$ cat config.mk
export PLATFORM = sky130hd
export DESIGN_NAME = ledpwm_m
export DESIGN_NICKNAME = d
export VERILOG_FILES = /design/src/rtl/ledpwm_m.sv
export SDC_FILE = /design/constraint.sdc
export NUM_CORES = 1
export LEC_CHECK = 0
export CAP_MARGIN = 20
export CORE_ASPECT_RATIO = 0.8
export CORE_MARGIN = 2
export CORE_UTILIZATION = 50
export DETAILED_ROUTE_END_ITERATION = 7
export GPL_ROUTABILITY_DRIVEN = 0
export PLACE_DENSITY = 0.76
export SYNTH_ARGS = -nofsm -noshare
export SYNTH_HDL_FRONTEND = slang
export SYNTH_SLANG_ARGS = --single-unit
$ cat constraint.sdc
create_clock -name i_clk0 -period 2.4 [get_ports i_clk0]
set_input_delay 0.72 -clock i_clk0 [delete_from_list [all_inputs] [get_ports i_clk0]]
set_output_delay 0.72 -clock i_clk0 [all_outputs]
set_load 0.02 [all_outputs]
$ cat src/rtl/ledpwm_m.sv
// ledpwm_m: AXI3-slave LED controller, N_CH channels with per-channel PWM duty and shared prescaler.
// Optional feature macro: LEDPWM_BREATHE_EN (CTRL bit1 selects a shared triangle ramp instead of DUTY).
module ledpwm_m #(
  parameter int N_CH   = 8,
  parameter int PWM_W  = 8,
  parameter int ADDR_W = 8
) (
  input  logic              i_clk0,
  input  logic              i_rst,
  input  logic              i_AXI_AWVALID,
  output logic              o_AXI_AWREADY,
  input  logic [11:0]       i_AXI_AWID,
  input  logic [ADDR_W-1:0] i_AXI_AWADDR,
  input  logic [3:0]        i_AXI_AWLEN,
  input  logic              i_AXI_WVALID,
  output logic              o_AXI_WREADY,
  input  logic [31:0]       i_AXI_WDATA,
  input  logic [3:0]        i_AXI_WSTRB,
  input  logic              i_AXI_WLAST,
  output logic              o_AXI_BVALID,
  input  logic              i_AXI_BREADY,
  output logic [11:0]       o_AXI_BID,
  output logic [1:0]        o_AXI_BRESP,
  input  logic              i_AXI_ARVALID,
  output logic              o_AXI_ARREADY,
  input  logic [11:0]       i_AXI_ARID,
  input  logic [ADDR_W-1:0] i_AXI_ARADDR,
  input  logic [3:0]        i_AXI_ARLEN,
  output logic              o_AXI_RVALID,
  input  logic              i_AXI_RREADY,
  output logic [11:0]       o_AXI_RID,
  output logic [31:0]       o_AXI_RDATA,
  output logic [1:0]        o_AXI_RRESP,
  output logic              o_AXI_RLAST,
  output logic [N_CH-1:0]   o_led
);
  // Handshake rule on every channel: a transfer happens on the rising edge where VALID and
  // READY are both high; the VALID side keeps its payload stable until that edge.
  localparam int AW = ADDR_W - 2;
  localparam logic [1:0] RESP_OKAY = 2'd0, RESP_SLVERR = 2'd2;
`ifdef LEDPWM_BREATHE_EN
  localparam logic BR_BIT = 1'b1;
`else
  localparam logic BR_BIT = 1'b0;
`endif
  localparam logic [31:0] INFO_VAL = {BR_BIT, 7'd0, 8'(PWM_W), 8'd0, 8'(N_CH)};

  typedef enum logic [1:0] {W_IDLE, W_DATA, W_RESP} w_state_t;
  typedef enum logic {R_IDLE, R_DATA} r_state_t;

  w_state_t w_state, w_next;
  r_state_t r_state, r_next;

  logic                       live_q;
  logic                       ctrl_en_q, breathe;
  logic [15:0]                presc_q, pcnt_q;
  logic [PWM_W-1:0]           cnt_q;
  logic [N_CH-1:0][PWM_W-1:0] duty_q, cmp;
  logic [N_CH-1:0]            led_q;
  logic [31:0]                ctrl_word, merged;
  logic                       tick, reg_wr, presc_wr;

  logic [11:0]   aw_id_q;
  logic [AW-1:0] aw_word_q;
  logic [3:0]    aw_len_q;
  logic [4:0]    beat_q;
  logic [1:0]    bresp_q;
  logic          aw_ready, w_ready, b_valid, aw_hs, w_hs, w_end, wr_ok;
  logic [32:0]   wr_cur, rd_cur;

  logic [11:0]   r_id_q;
  logic [3:0]    rem_q;
  logic [31:0]   rdata_q;
  logic [1:0]    rresp_q;
  logic          ar_ready, r_valid, ar_hs, r_hs, rd_ok;
  logic          unused_bits;

  // Returns {mapped, zero-extended value} for a word address.
  function automatic logic [32:0] reg_val(input logic [AW-1:0] w, input logic [31:0] ctrl_v,
                                          input logic [15:0] presc_v,
                                          input logic [N_CH-1:0][PWM_W-1:0] duty_v);
    logic [32:0] r;
    r = '0;
    if (int'(w) == 0) r = {1'b1, ctrl_v};
    if (int'(w) == 1) r = {1'b1, INFO_VAL};
    if (int'(w) == 2) r = {1'b1, 16'd0, presc_v};
    for (int c = 0; c < N_CH; c++)
      if (int'(w) == 16 + c) r = {1'b1, {(32 - PWM_W){1'b0}}, duty_v[c]};
    return r;
  endfunction

  function automatic logic [31:0] merge(input logic [31:0] old_v, input logic [31:0] new_v,
                                        input logic [3:0] strb);
    logic [31:0] r;
    for (int b = 0; b < 4; b++) r[8*b +: 8] = strb[b] ? new_v[8*b +: 8] : old_v[8*b +: 8];
    return r;
  endfunction

  // Holds both READY outputs low until the first edge after reset release.
  always_ff @(posedge i_clk0 or negedge i_rst)
    if (!i_rst) live_q <= 1'b0;
    else        live_q <= 1'b1;

  assign ctrl_word = {30'd0, breathe, ctrl_en_q};

  // ---------------- write channel ----------------
  always_ff @(posedge i_clk0 or negedge i_rst)
    if (!i_rst) w_state <= W_IDLE;
    else        w_state <= w_next;

  always_comb begin
    w_next   = w_state;
    aw_ready = 1'b0;
    w_ready  = 1'b0;
    b_valid  = 1'b0;
    case (w_state)
      W_IDLE: begin
        aw_ready = live_q;
        if (live_q && i_AXI_AWVALID) w_next = W_DATA;
      end
      W_DATA: begin
        w_ready = 1'b1;
        if (i_AXI_WVALID && w_end) w_next = W_RESP;
      end
      W_RESP: begin
        b_valid = 1'b1;
        if (i_AXI_BREADY) w_next = W_IDLE;
      end
      default: w_next = W_IDLE;
    endcase
  end

  assign aw_hs    = aw_ready && i_AXI_AWVALID;
  assign w_hs     = w_ready && i_AXI_WVALID;
  assign w_end    = i_AXI_WLAST || (beat_q > {1'b0, aw_len_q});
  assign wr_cur   = reg_val(aw_word_q, ctrl_word, presc_q, duty_q);
  assign wr_ok    = (aw_len_q == 4'd0) && wr_cur[32] && (int'(aw_word_q) != 1);
  assign merged   = merge(wr_cur[31:0], i_AXI_WDATA, i_AXI_WSTRB);
  assign reg_wr   = w_hs && w_end && wr_ok;
  assign presc_wr = reg_wr && (int'(aw_word_q) == 2);

  always_ff @(posedge i_clk0 or negedge i_rst)
    if (!i_rst) begin
      aw_id_q   <= '0;
      aw_word_q <= '0;
      aw_len_q  <= '0;
      beat_q    <= '0;
      bresp_q   <= RESP_OKAY;
    end else begin
      if (aw_hs) begin
        aw_id_q   <= i_AXI_AWID;
        aw_word_q <= i_AXI_AWADDR[ADDR_W-1:2];
        aw_len_q  <= i_AXI_AWLEN;
        beat_q    <= '0;
      end
      if (w_hs) begin
        beat_q <= beat_q + 5'd1;
        if (w_end) bresp_q <= wr_ok ? RESP_OKAY : RESP_SLVERR;
      end
    end

  // ---------------- register file ----------------
`ifdef LEDPWM_BREATHE_EN
  logic breathe_q;
  assign breathe = breathe_q;
`else
  assign breathe = 1'b0;
`endif

  always_ff @(posedge i_clk0 or negedge i_rst)
    if (!i_rst) begin
      ctrl_en_q <= 1'b0;
`ifdef LEDPWM_BREATHE_EN
      breathe_q <= 1'b0;
`endif
      presc_q   <= '0;
      duty_q    <= '0;
    end else if (reg_wr) begin
      if (int'(aw_word_q) == 0) begin
        ctrl_en_q <= merged[0];
`ifdef LEDPWM_BREATHE_EN
        breathe_q <= merged[1];
`endif
      end
      if (presc_wr) presc_q <= merged[15:0];
      for (int c = 0; c < N_CH; c++)
        if (int'(aw_word_q) == 16 + c) duty_q[c] <= merged[PWM_W-1:0];
    end

  // ---------------- PWM engine ----------------
  assign tick = (pcnt_q == presc_q);

  always_ff @(posedge i_clk0 or negedge i_rst)
    if (!i_rst) begin
      pcnt_q <= '0;
      cnt_q  <= '0;
      led_q  <= '0;
    end else begin
      pcnt_q <= (presc_wr || tick) ? 16'd0 : pcnt_q + 16'd1;
      if (tick) cnt_q <= cnt_q + 1'b1;
      for (int c = 0; c < N_CH; c++) led_q[c] <= ctrl_en_q && (cnt_q < cmp[c]);
    end

`ifdef LEDPWM_BREATHE_EN
  // Triangle ramp advances once per PWM period; each value 0..max appears once per sweep.
  logic [PWM_W-1:0] ramp_q;
  logic             ramp_down_q;

  always_ff @(posedge i_clk0 or negedge i_rst)
    if (!i_rst) begin
      ramp_q      <= '0;
      ramp_down_q <= 1'b0;
    end else if (tick && (cnt_q == '1)) begin
      if (!ramp_down_q) begin
        if (ramp_q == '1) begin ramp_down_q <= 1'b1; ramp_q <= ramp_q - 1'b1; end
        else ramp_q <= ramp_q + 1'b1;
      end else begin
        if (ramp_q == '0) begin ramp_down_q <= 1'b0; ramp_q <= ramp_q + 1'b1; end
        else ramp_q <= ramp_q - 1'b1;
      end
    end

  always_comb
    for (int c = 0; c < N_CH; c++) cmp[c] = breathe ? ramp_q : duty_q[c];
`else
  always_comb
    for (int c = 0; c < N_CH; c++) cmp[c] = duty_q[c];
`endif

  // ---------------- read channel ----------------
  always_ff @(posedge i_clk0 or negedge i_rst)
    if (!i_rst) r_state <= R_IDLE;
    else        r_state <= r_next;

  always_comb begin
    r_next   = r_state;
    ar_ready = 1'b0;
    r_valid  = 1'b0;
    case (r_state)
      R_IDLE: begin
        ar_ready = live_q;
        if (live_q && i_AXI_ARVALID) r_next = R_DATA;
      end
      R_DATA: begin
        r_valid = 1'b1;
        if (i_AXI_RREADY && (rem_q == 4'd0)) r_next = R_IDLE;
      end
      default: r_next = R_IDLE;
    endcase
  end

  assign ar_hs  = ar_ready && i_AXI_ARVALID;
  assign r_hs   = r_valid && i_AXI_RREADY;
  assign rd_cur = reg_val(i_AXI_ARADDR[ADDR_W-1:2], ctrl_word, presc_q, duty_q);
  assign rd_ok  = (i_AXI_ARLEN == 4'd0) && rd_cur[32];

  // Read data is captured at the AR handshake and held for the whole burst.
  always_ff @(posedge i_clk0 or negedge i_rst)
    if (!i_rst) begin
      r_id_q  <= '0;
      rem_q   <= '0;
      rdata_q <= '0;
      rresp_q <= RESP_OKAY;
    end else if (ar_hs) begin
      r_id_q  <= i_AXI_ARID;
      rem_q   <= i_AXI_ARLEN;
      rdata_q <= rd_ok ? rd_cur[31:0] : 32'd0;
      rresp_q <= rd_ok ? RESP_OKAY : RESP_SLVERR;
    end else if (r_hs && (rem_q != 4'd0)) begin
      rem_q <= rem_q - 4'd1;
    end

  assign o_AXI_AWREADY = aw_ready;
  assign o_AXI_WREADY  = w_ready;
  assign o_AXI_BVALID  = b_valid;
  assign o_AXI_BID     = aw_id_q;
  assign o_AXI_BRESP   = bresp_q;
  assign o_AXI_ARREADY = ar_ready;
  assign o_AXI_RVALID  = r_valid;
  assign o_AXI_RID     = r_id_q;
  assign o_AXI_RDATA   = rdata_q;
  assign o_AXI_RRESP   = rresp_q;
  assign o_AXI_RLAST   = r_valid && (rem_q == 4'd0);
  assign o_led         = led_q;

  assign unused_bits = &{1'b0, merged, i_AXI_AWADDR[1:0], i_AXI_ARADDR[1:0]};
endmodule
======== Word-level counts from Yosys, hierarchy flattened ========
Cells that the tools add are included.
word-level totals
  register bits ........................... 196
  input port bits ......................... 92
  output and inout bits ................... 74
  logic and storage cells ................. 160
cells by class
  $add $sub $neg .......................... 4
  magnitude comparators ................... 9
  equality and inequality tests ........... 28
  mux-type cells .......................... 44
  bitwise gates (word level) .............. 1
  reduce and logical (&&, ||, !) cells .... 48
operators with widths
  operator               number
  $mux 33                22
  $eq 6x6->1 const B     16
  $lt 8x8->1             8
  $mux 32                1
  $logic_and 1x1->1      24
  $reduce_and 2->1       11
  $add 16x1->16 const B  1
  $eq 16x16->1           1
  $mux 16                1
  $mux 8                 2
  $eq 6x2->1 const B     2
  $eq 6x3->1 const B     2
  $logic_not 4->1        3
  $logic_not 6->1        2
  $mux 2                 5
  $mux 5                 2
  $ne 10x2->1 const B    1
  $add 8x1->8 const B    1
  $mux 4                 2
  $mux 1                 7
  $ne 2x2->1 const B     3
  $ne 6x2->1 const B     1
  $pmux 2 s3             1
  $reduce_and 3->1       2
  11 further kinds       13

======== Logic depth before layout (Yosys ltp) ========
Gate-level depths: netlist of the first run.
  word-level depth ........................ 18
  depth in mapped cells ................... 9
  depth with buffers taken out ............ 7

======== Worst setup path after synthesis of the first run ========
Ideal clock, no wire load.
  path kind ............................... register -> register
  start ................................... register aw_len_q[1]
  end ..................................... register duty_q (netlist bit cmp[40])
  setup time .............................. 0.146 ns
  arrival ................................. 2.187 ns
  required time ........................... 2.254 ns
  slack ................................... 0.067 ns
  stages on the path, launching flop included .. 9
  cells stage by stage .................... dfrtp_1 inv_1 ha_1 nor2b_1 o311ai_2 a2111oi_4 buf_6 a21oi_1 a31oi_1
on the way
  word-level cells in the longest chain between the ends .. 5
  elaborated cells between the ends (all ways) .. 8
  classes of those cells .................. order compare (1); reduce/logical (7)
RTL lines
  element                                                       RTL line  RTL
  start: declaration                                            65        logic [3:0] aw_len_q;
  start signal: assignment                                      153       aw_len_q <= i_AXI_AWLEN;
  $gt 5x4->1 / $logic_not 4->1 (equally long branches)          135, 137
  $logic_or 1x1->1 / $logic_and 1x1->1 (equally long branches)  135, 137
  $logic_and 1x1->1, on equally long branches                   139, 137
  $logic_and 1x1->1 *                                           139       assign reg_wr = w_hs && w_end && wr_ok;
  $reduce_and 2->1 (no source line) *                           --
  end: declaration                                              58        logic [N_CH-1:0][PWM_W-1:0] duty_q, cmp;
Mark *: on every way between the ends. The rest lies on a longest branch, timed or not.
A chain may end at the register's enable or synchronous reset.

======== Worst setup path after layout of the first run ========
  start ................................... register aw_word_q[1]
  end ..................................... register duty_q (netlist bit cmp[45])
on the way
  word-level cells in the longest chain between the ends .. 16
  elaborated cells between the ends (all ways) .. 28
  classes of those cells .................. eq/ne (11); mux (12); reduce/logical (5)
RTL lines
  element                            RTL line  RTL
  start: declaration                 64        logic [AW-1:0] aw_word_q;
  start signal: assignment           152       aw_word_q <= i_AXI_AWADDR[ADDR_W-1:2];
  $logic_not 6->1                    84        if (int'(w) == 0) r = {1'b1, ctrl_v};
  $mux 33                            84
  $mux 33                            85        if (int'(w) == 1) r = {1'b1, INFO_VAL};
  $mux 33                            86        if (int'(w) == 2) r = {1'b1, 16'd0, presc_v};
  $mux 33 (8 in a row)               88        if (int'(w) == 16 + c) r = {1'b1, {(32 - PWM_W){1'b0}}, duty_v[c]};
  $logic_and 1x1->1 (2 in a row)     137       assign wr_ok = (aw_len_q == 4'd0) && wr_cur[32] && (int'(aw_word_q) != 1);
  $logic_and 1x1->1                  139
  $reduce_and 2->1 (no source line)  --
Parallel ways exist; a longest one is shown, timed or not. The select of a mux whose other input is x is not followed.

==> metrics, run 1 <==
nature of the critical path startpoint=flop; largest net degree at the start of global routing=58; Worst Hold Class=in -> async; PD cells=940 mW/mm²; wire length per cell=20.6 µm; Die Y=137 µm; switching portion of total power=42.4%; Max Fanout on Critical Path=17; synthesized area=0.0110 mm²; core area=0.0216 mm²; CTS clk-pin slew, worst paths=80 ps; Clock Latency Late Sink=450 ps; slew at the pin closest to its max-slew limit=708 ps; synth top area cells=dfrtp_1, ha_1, nand2_1, o21ai_0, nor2_1; RSZ-0062 raised after global routing=no; CTS sink cnt=179; n_diodes=0; via count=10200; top cell type's share of synthesized area=40.7%; root buffer cell=clkbuf_16; GRT overflow=0; VDD IR max=0.649 mV; Remaining DRCs=0; Post-synth ARST share=100%; Avg Vias per Cell=6.09; Non-Filler Instances=1674; register bit count reported by yosys=179; CTS Buffer Depth=2; capturing element type of the critical path=flop; worst endpoint data arrival time=2640 ps; Tmin final=2330 ps; vias in the first global route=9750; most common cell after layout, fill and taps aside=dfrtp_1; Initial Utilization=51.0%; Port Buffers=126; initial antenna violation count=0; fin. max-slew vios=0; Fmax=429 MHz; # setup viols final=0; leading cell types in the layout, fill and taps excluded=dfrtp_1, nand2_1, clkdlybuf4s50_1, buf_4, o21ai_0; Syn Inst Count=1178; R2R depth=6; Leak=6.15 nW; first-pass GRT wire length=53700 µm; IO Pins=166; Avg Cell Area, Syn=9.33 µm²; post-route ant nets=0; layout cell share with drive strength beyond 1=15.5%; Final Hold Fails=0; GRT Overall Usage=30.3%; post-synth cell types=87; die width=170 µm; layout net count=1543; CP Data Required Time=2710 ps; die area=0.0232 mm²; clock skew=13.3 ps; Detailed Routing Iterations Pass 1=5; FILL cells=1730; dpl hpwl=25900 µm; Yosys warning count=0; placed instance count=1639; FP Rows=48; Switch Pwr=0.00553 W; Setup CP Type=reg -> reg; EDFF count, synth=0; routed wire length=34400 µm; Area Growth Syn to Fin=26.0%; initial DRC count=1282; post-layout util=64.2%; CTS tree=done; Logic pwr share=43.4%; Slew HR=52.8%; CTS buffer count=17; Main synth FF type=dfrtp_1; Pint=0.00749 W; Reg power frac=34.5%; outcome=complete, no violations; cell taking the most area after synthesis=dfrtp_1; Max Cap Violations=0; Clock power frac=22.1%; final worst-path cycle share=97.1%; total power draw=0.0130 W; hold buffer count at cts=0; sequential area share after synthesis=40.7%; H-tree depth=4
-- power by group through the flow --
stage / Clock (W) / Combinational, W / Sequential [W]
after floorplan: 0 / 0.00323 / 0.00451
after global placement: 0 / 0.00529 / 0.00448
after detailed placement: 0 / 0.00548 / 0.00451
after CTS: 0.00291 / 0.00550 / 0.00446
after global routing: 0.00304 / 0.00616 / 0.00457
final: 0.00288 / 0.00565 / 0.00449
-- sequential cells by signal (all words and copies together) (netlist names), 2 cells and up --
signal       flops
cmp             64
o_AXI_RDATA     17
pcnt_q          16
presc_q         16
o_AXI_BID       12
o_AXI_RID       12
cnt_q            8
o_led            8
aw_word_q        6
beat_q           5
aw_len_q         4
rem_q            4
w_state          2
-- repair_timing --
item,CTS,global route
pin swaps,0,2
resized for setup,5,5
cloned,0,0
buffers inserted,0,3
endpoints found under the setup margin,5,10
-- per-stage QoR --
stage / TNS (ps) / instance area [µm²] / hold WS (ps) / setup slack (ps)
after floorplan: 0 / 11100 / 424 / 67.1
after global placement: -18290 / 13200 / 457 / -309
after detailed placement: -23750 / 13200 / 462 / -349
after CTS: 0 / 13800 / 175 / 37.4
after global routing: 0 / 13900 / 183 / 8.24
final: 0 / 13900 / 171 / 69.4
-- synth_stat cells (6+ instances only) --
cell         n
dfrtp_1    179
nand2_1    163
o21ai_0     98
nor2_1      78
inv_1       69
ha_1        65
a21oi_1     46
clkbuf_1    33
xor2_1      32
nand3_1     26
a31oi_1     25
o31ai_1     22
buf_4       20
buf_2       18
a22o_1      16
nand2b_1    16
nor3_1      15
a21o_1      13
nand3b_1    13
nand4_1     12
and2_1      11
mux2i_1     11
a22oi_1      9
a211oi_1     8
and3_1       8
mux2_4       8
nor2b_1      8
or4b_2       8
mux2_2       7
o211ai_1     7
xnor2_1      7
o2111ai_1    6
-- logic make-up after synthesis --
kind of cell    count (synthesis)  synth area share (%)
fa+ha+maj                      65                  7.40
simple gates                  397                  18.2
mux                            30                  3.63
flops                         179                  40.7
compound gates                320                  20.7
other cells                     2                0.0683
buf+inv                       146                  6.15
xor+xnor                       39                  3.11
-- worst max-delay path: stages (launching register included) --
cell and delay (ps):
dfrtp_1 470, buf_4 290, or2_1 300, o22ai_1 150, a221o_1 380, a21oi_2 430, o31ai_1 160
-- metal layers --
metal | up-vias | part of all wire, % | GRT usage, %
met5 | - | 0 | 0
met1 | 4846 | 43 | 41.7
met4 | 0 | 3.6 | 11.5
met2 | 618 | 42 | 44.6
li1 | 4619 | - | -
met3 | 107 | 12 | 9.86
-- layout make-up --
cell class                      count  area (µm²)  area share [%]
Inverter                           69         259            1.87
Clock buffer                       17         425            3.07
Timing Repair Buffer              250        2250            16.2
Multi-Input combinational cell    869        5910            42.7
Clock inverter                     15         184            1.33
Tap cell                          275         344            2.48
Sequential cell                   179        4480            32.3
-- worst paths after layout --
| check | start | endpoint | slack [ps] |
|---|---|---|---|
| max | aw_word_q[1] | cmp[45] | 70 |
| min | i_rst | cnt_q[6] | 170 |
| max reg2reg | aw_word_q[1] | cmp[45] | 70 |
| min reg2reg | o_AXI_BID[1] | o_AXI_BID[1] | 480 |
| max in group asynchronous | i_rst | beat_q[1] | 1570 |
| min in group i_clk0 | o_AXI_BID[1] | o_AXI_BID[1] | 480 |
Note: power is estimated with default switching activity, not from simulation.
==> run 2: changes to the inputs <==
--- a/config.mk
+++ b/config.mk
@@ -15,3 +15,4 @@
 export SYNTH_ARGS = -nofsm -noshare
 export SYNTH_HDL_FRONTEND = slang
 export SYNTH_SLANG_ARGS = --single-unit
+export TNS_END_PERCENT = 1
==> constraint.sdc (replaced) <==
create_clock -name i_clk0 -period 2.4 [get_ports i_clk0]
set_input_delay 0.72 -clock i_clk0 [delete_from_list [all_inputs] [get_ports i_clk0]]
set_output_delay 0.72 -clock i_clk0 [all_outputs]
set_load 0.005 [all_outputs]
==> run 2 against run 1 <==
  * Non-clock buffer count is 4 higher
  * Die area is the same
  * Register-to-register slack got worse by 30 ps
  * Core utilization up 0.075 points
  * Count of clock-buffer cells in the layout unchanged
  * Critical endpoint is now o_AXI_AWREADY
  * Largest power group unchanged
==> metrics, run 2 (synthesis results as in run 1) <==
outcome=complete, no violations; Max Cap Violations=0; FP Rows=48; Worst Hold Class=in -> async; Tmin final=2370 ps; CTS sink cnt=179; Clock Latency Late Sink=450 ps; clock skew=11.7 ps; dpl hpwl=25900 µm; n_diodes=0; Final Hold Fails=0; RSZ-0062 raised after global routing=yes; Top delay family on crit path=buffers and inverters; PD cells=909 mW/mm²; Max Fanout on Critical Path=4; cell area after layout=0.0139 mm²; initial DRC count=1278; CP max stage cell=clkdlybuf4s50_1; worst endpoint data arrival time=1650 ps; CTS tree=done; nature of the critical path startpoint=flop; H-tree depth=4; most common cell after layout, fill and taps aside=dfrtp_1; GRT overflow=0; CP Depth=2; R2R depth=8; root buffer cell=clkbuf_16; Die Y=137 µm; Area Growth Syn to Fin=26.2%; CTS Buffer Depth=2; area of the multi-input gates=0.00594 mm²; via count=10100; layout cell share with drive strength beyond 1=16.0%; fin. max-slew vios=0; Critical Path, Cell by Cell=nor3b_2, clkdlybuf4s50_1; first-pass GRT wire length=53700 µm; leading cell types in the layout, fill and taps excluded=dfrtp_1, nand2_1, clkdlybuf4s50_1, buf_4, o21ai_0; max reg flops=64; Avg Vias per Cell=6.04; Slew HR=49.0%; capturing element type of the critical path=output port; Reg area=0.00448 mm²; die area=0.0232 mm²; Setup CP Type=reg -> out; layout net count=1547; IO Pins=166; Initial Utilization=51.0%; Fmax=422 MHz; Detailed Routing Iterations Pass 1=8; # setup viols final=0; FILL cells=1705; CP Data Required Time=1680 ps; VDD IR max=0.587 mV; CTS clk-pin slew, worst paths=70 ps; dpl ws=-315 ps; slew at the pin closest to its max-slew limit=765 ps; Leak=6.13 nW; final worst-path cycle share=98.8%; die width=170 µm; wire length per cell=20.5 µm; GRT Overall Usage=30.6%; routed wire length=34400 µm; initial antenna violation count=0; final worst setup slack=30.0 ps; Port Buffers=126; Area after DPL=0.0132 mm²; Remaining DRCs=0; CTS buffer count=17; core area=0.0216 mm²; vias in the first global route=9728; Worst path max stage delay=540 ps; largest net degree at the start of global routing=56; Crit path buffers/inverters=1; post-route ant nets=0
[run 2: cell count changes in the layout (fill, tap and decap cells not counted), sizes merged]
cell,before,now
dlygate4sd2,4,1
inv,76,75
clkinv,8,5
buf,125,129
clkdlybuf4s50,120,124
clkinvlp,0,4
clkbuf,18,17
[run 2: layout make-up]
class	instances	share of cell area, %
repair buffers	254	16.4
clock buffers	17	3.07
flip-flops and latches	179	32.3
multi-input cells	869	42.8
well taps	275	2.48
inverters	69	1.87
clock inverters	15	1.07
[run 2: repair_timing]
item                                   in CTS  in global routing
setup endpoints to repair                   3                 55
gates resized for setup                     4                  7
hold buffers                                0                  0
endpoints found under the hold margin       0                  0
pin swaps                                   0                  0
buffers inserted                            2                  0
[run 2: final timing paths]
path / startpoint / end / slack, ps
max: w_state[0] / o_AXI_AWREADY / 30
min: i_rst / cnt_q[6] / 240
max reg2reg: aw_len_q[1] / presc_q[14] / 40
min reg2reg: o_AXI_RDATA[6] / o_AXI_RDATA[6] / 480
max in group asynchronous: i_rst / o_AXI_RDATA[1] / 1470
min in group i_clk0: o_AXI_RDATA[6] / o_AXI_RDATA[6] / 480
[run 2: metrics by stage]
step / utilization, % / hold WS (ps) / setup TNS (ps) / power [W] / cells
floorplan: - / 424 / 0 / 0.00740 / 1194
global placement: 61.4 / 458 / -18390 / 0.00944 / 1644
detailed placement: 61.4 / 463 / -20940 / 0.00969 / 1644
CTS: 64.2 / 248 / 0 / 0.0125 / 1678
global route: 64.3 / 265 / -314 / 0.0134 / 1678
finish: 64.3 / 239 / 0 / 0.0126 / 1678
[run 2: worst reg2reg max path, stage by stage, from the launching register on]
cell      delay [ps]
dfrtp_1          400
inv_1             90
ha_1             310
nor2b_1          160
o311a_1          390
o2111a_1         300
buf_4            170
nand2_8          120
mux2_4           300
[run 2: power by group]
| part | internal [W] | switching (W) |
|---|---|---|
| Clock | 0.00138 | 0.00138 |
| Combinational | 0.00246 | 0.00285 |
| Sequential | 0.00364 | 0.000895 |
[run 2: metal layers]
metal	vias up	global-route usage (%)	share of wire [%]
li1	4642	-	-
met1	4761	42.3	43
met2	628	43.3	41
met3	109	11.0	13
met4	0	12.6	3.7
met5	-	0	0
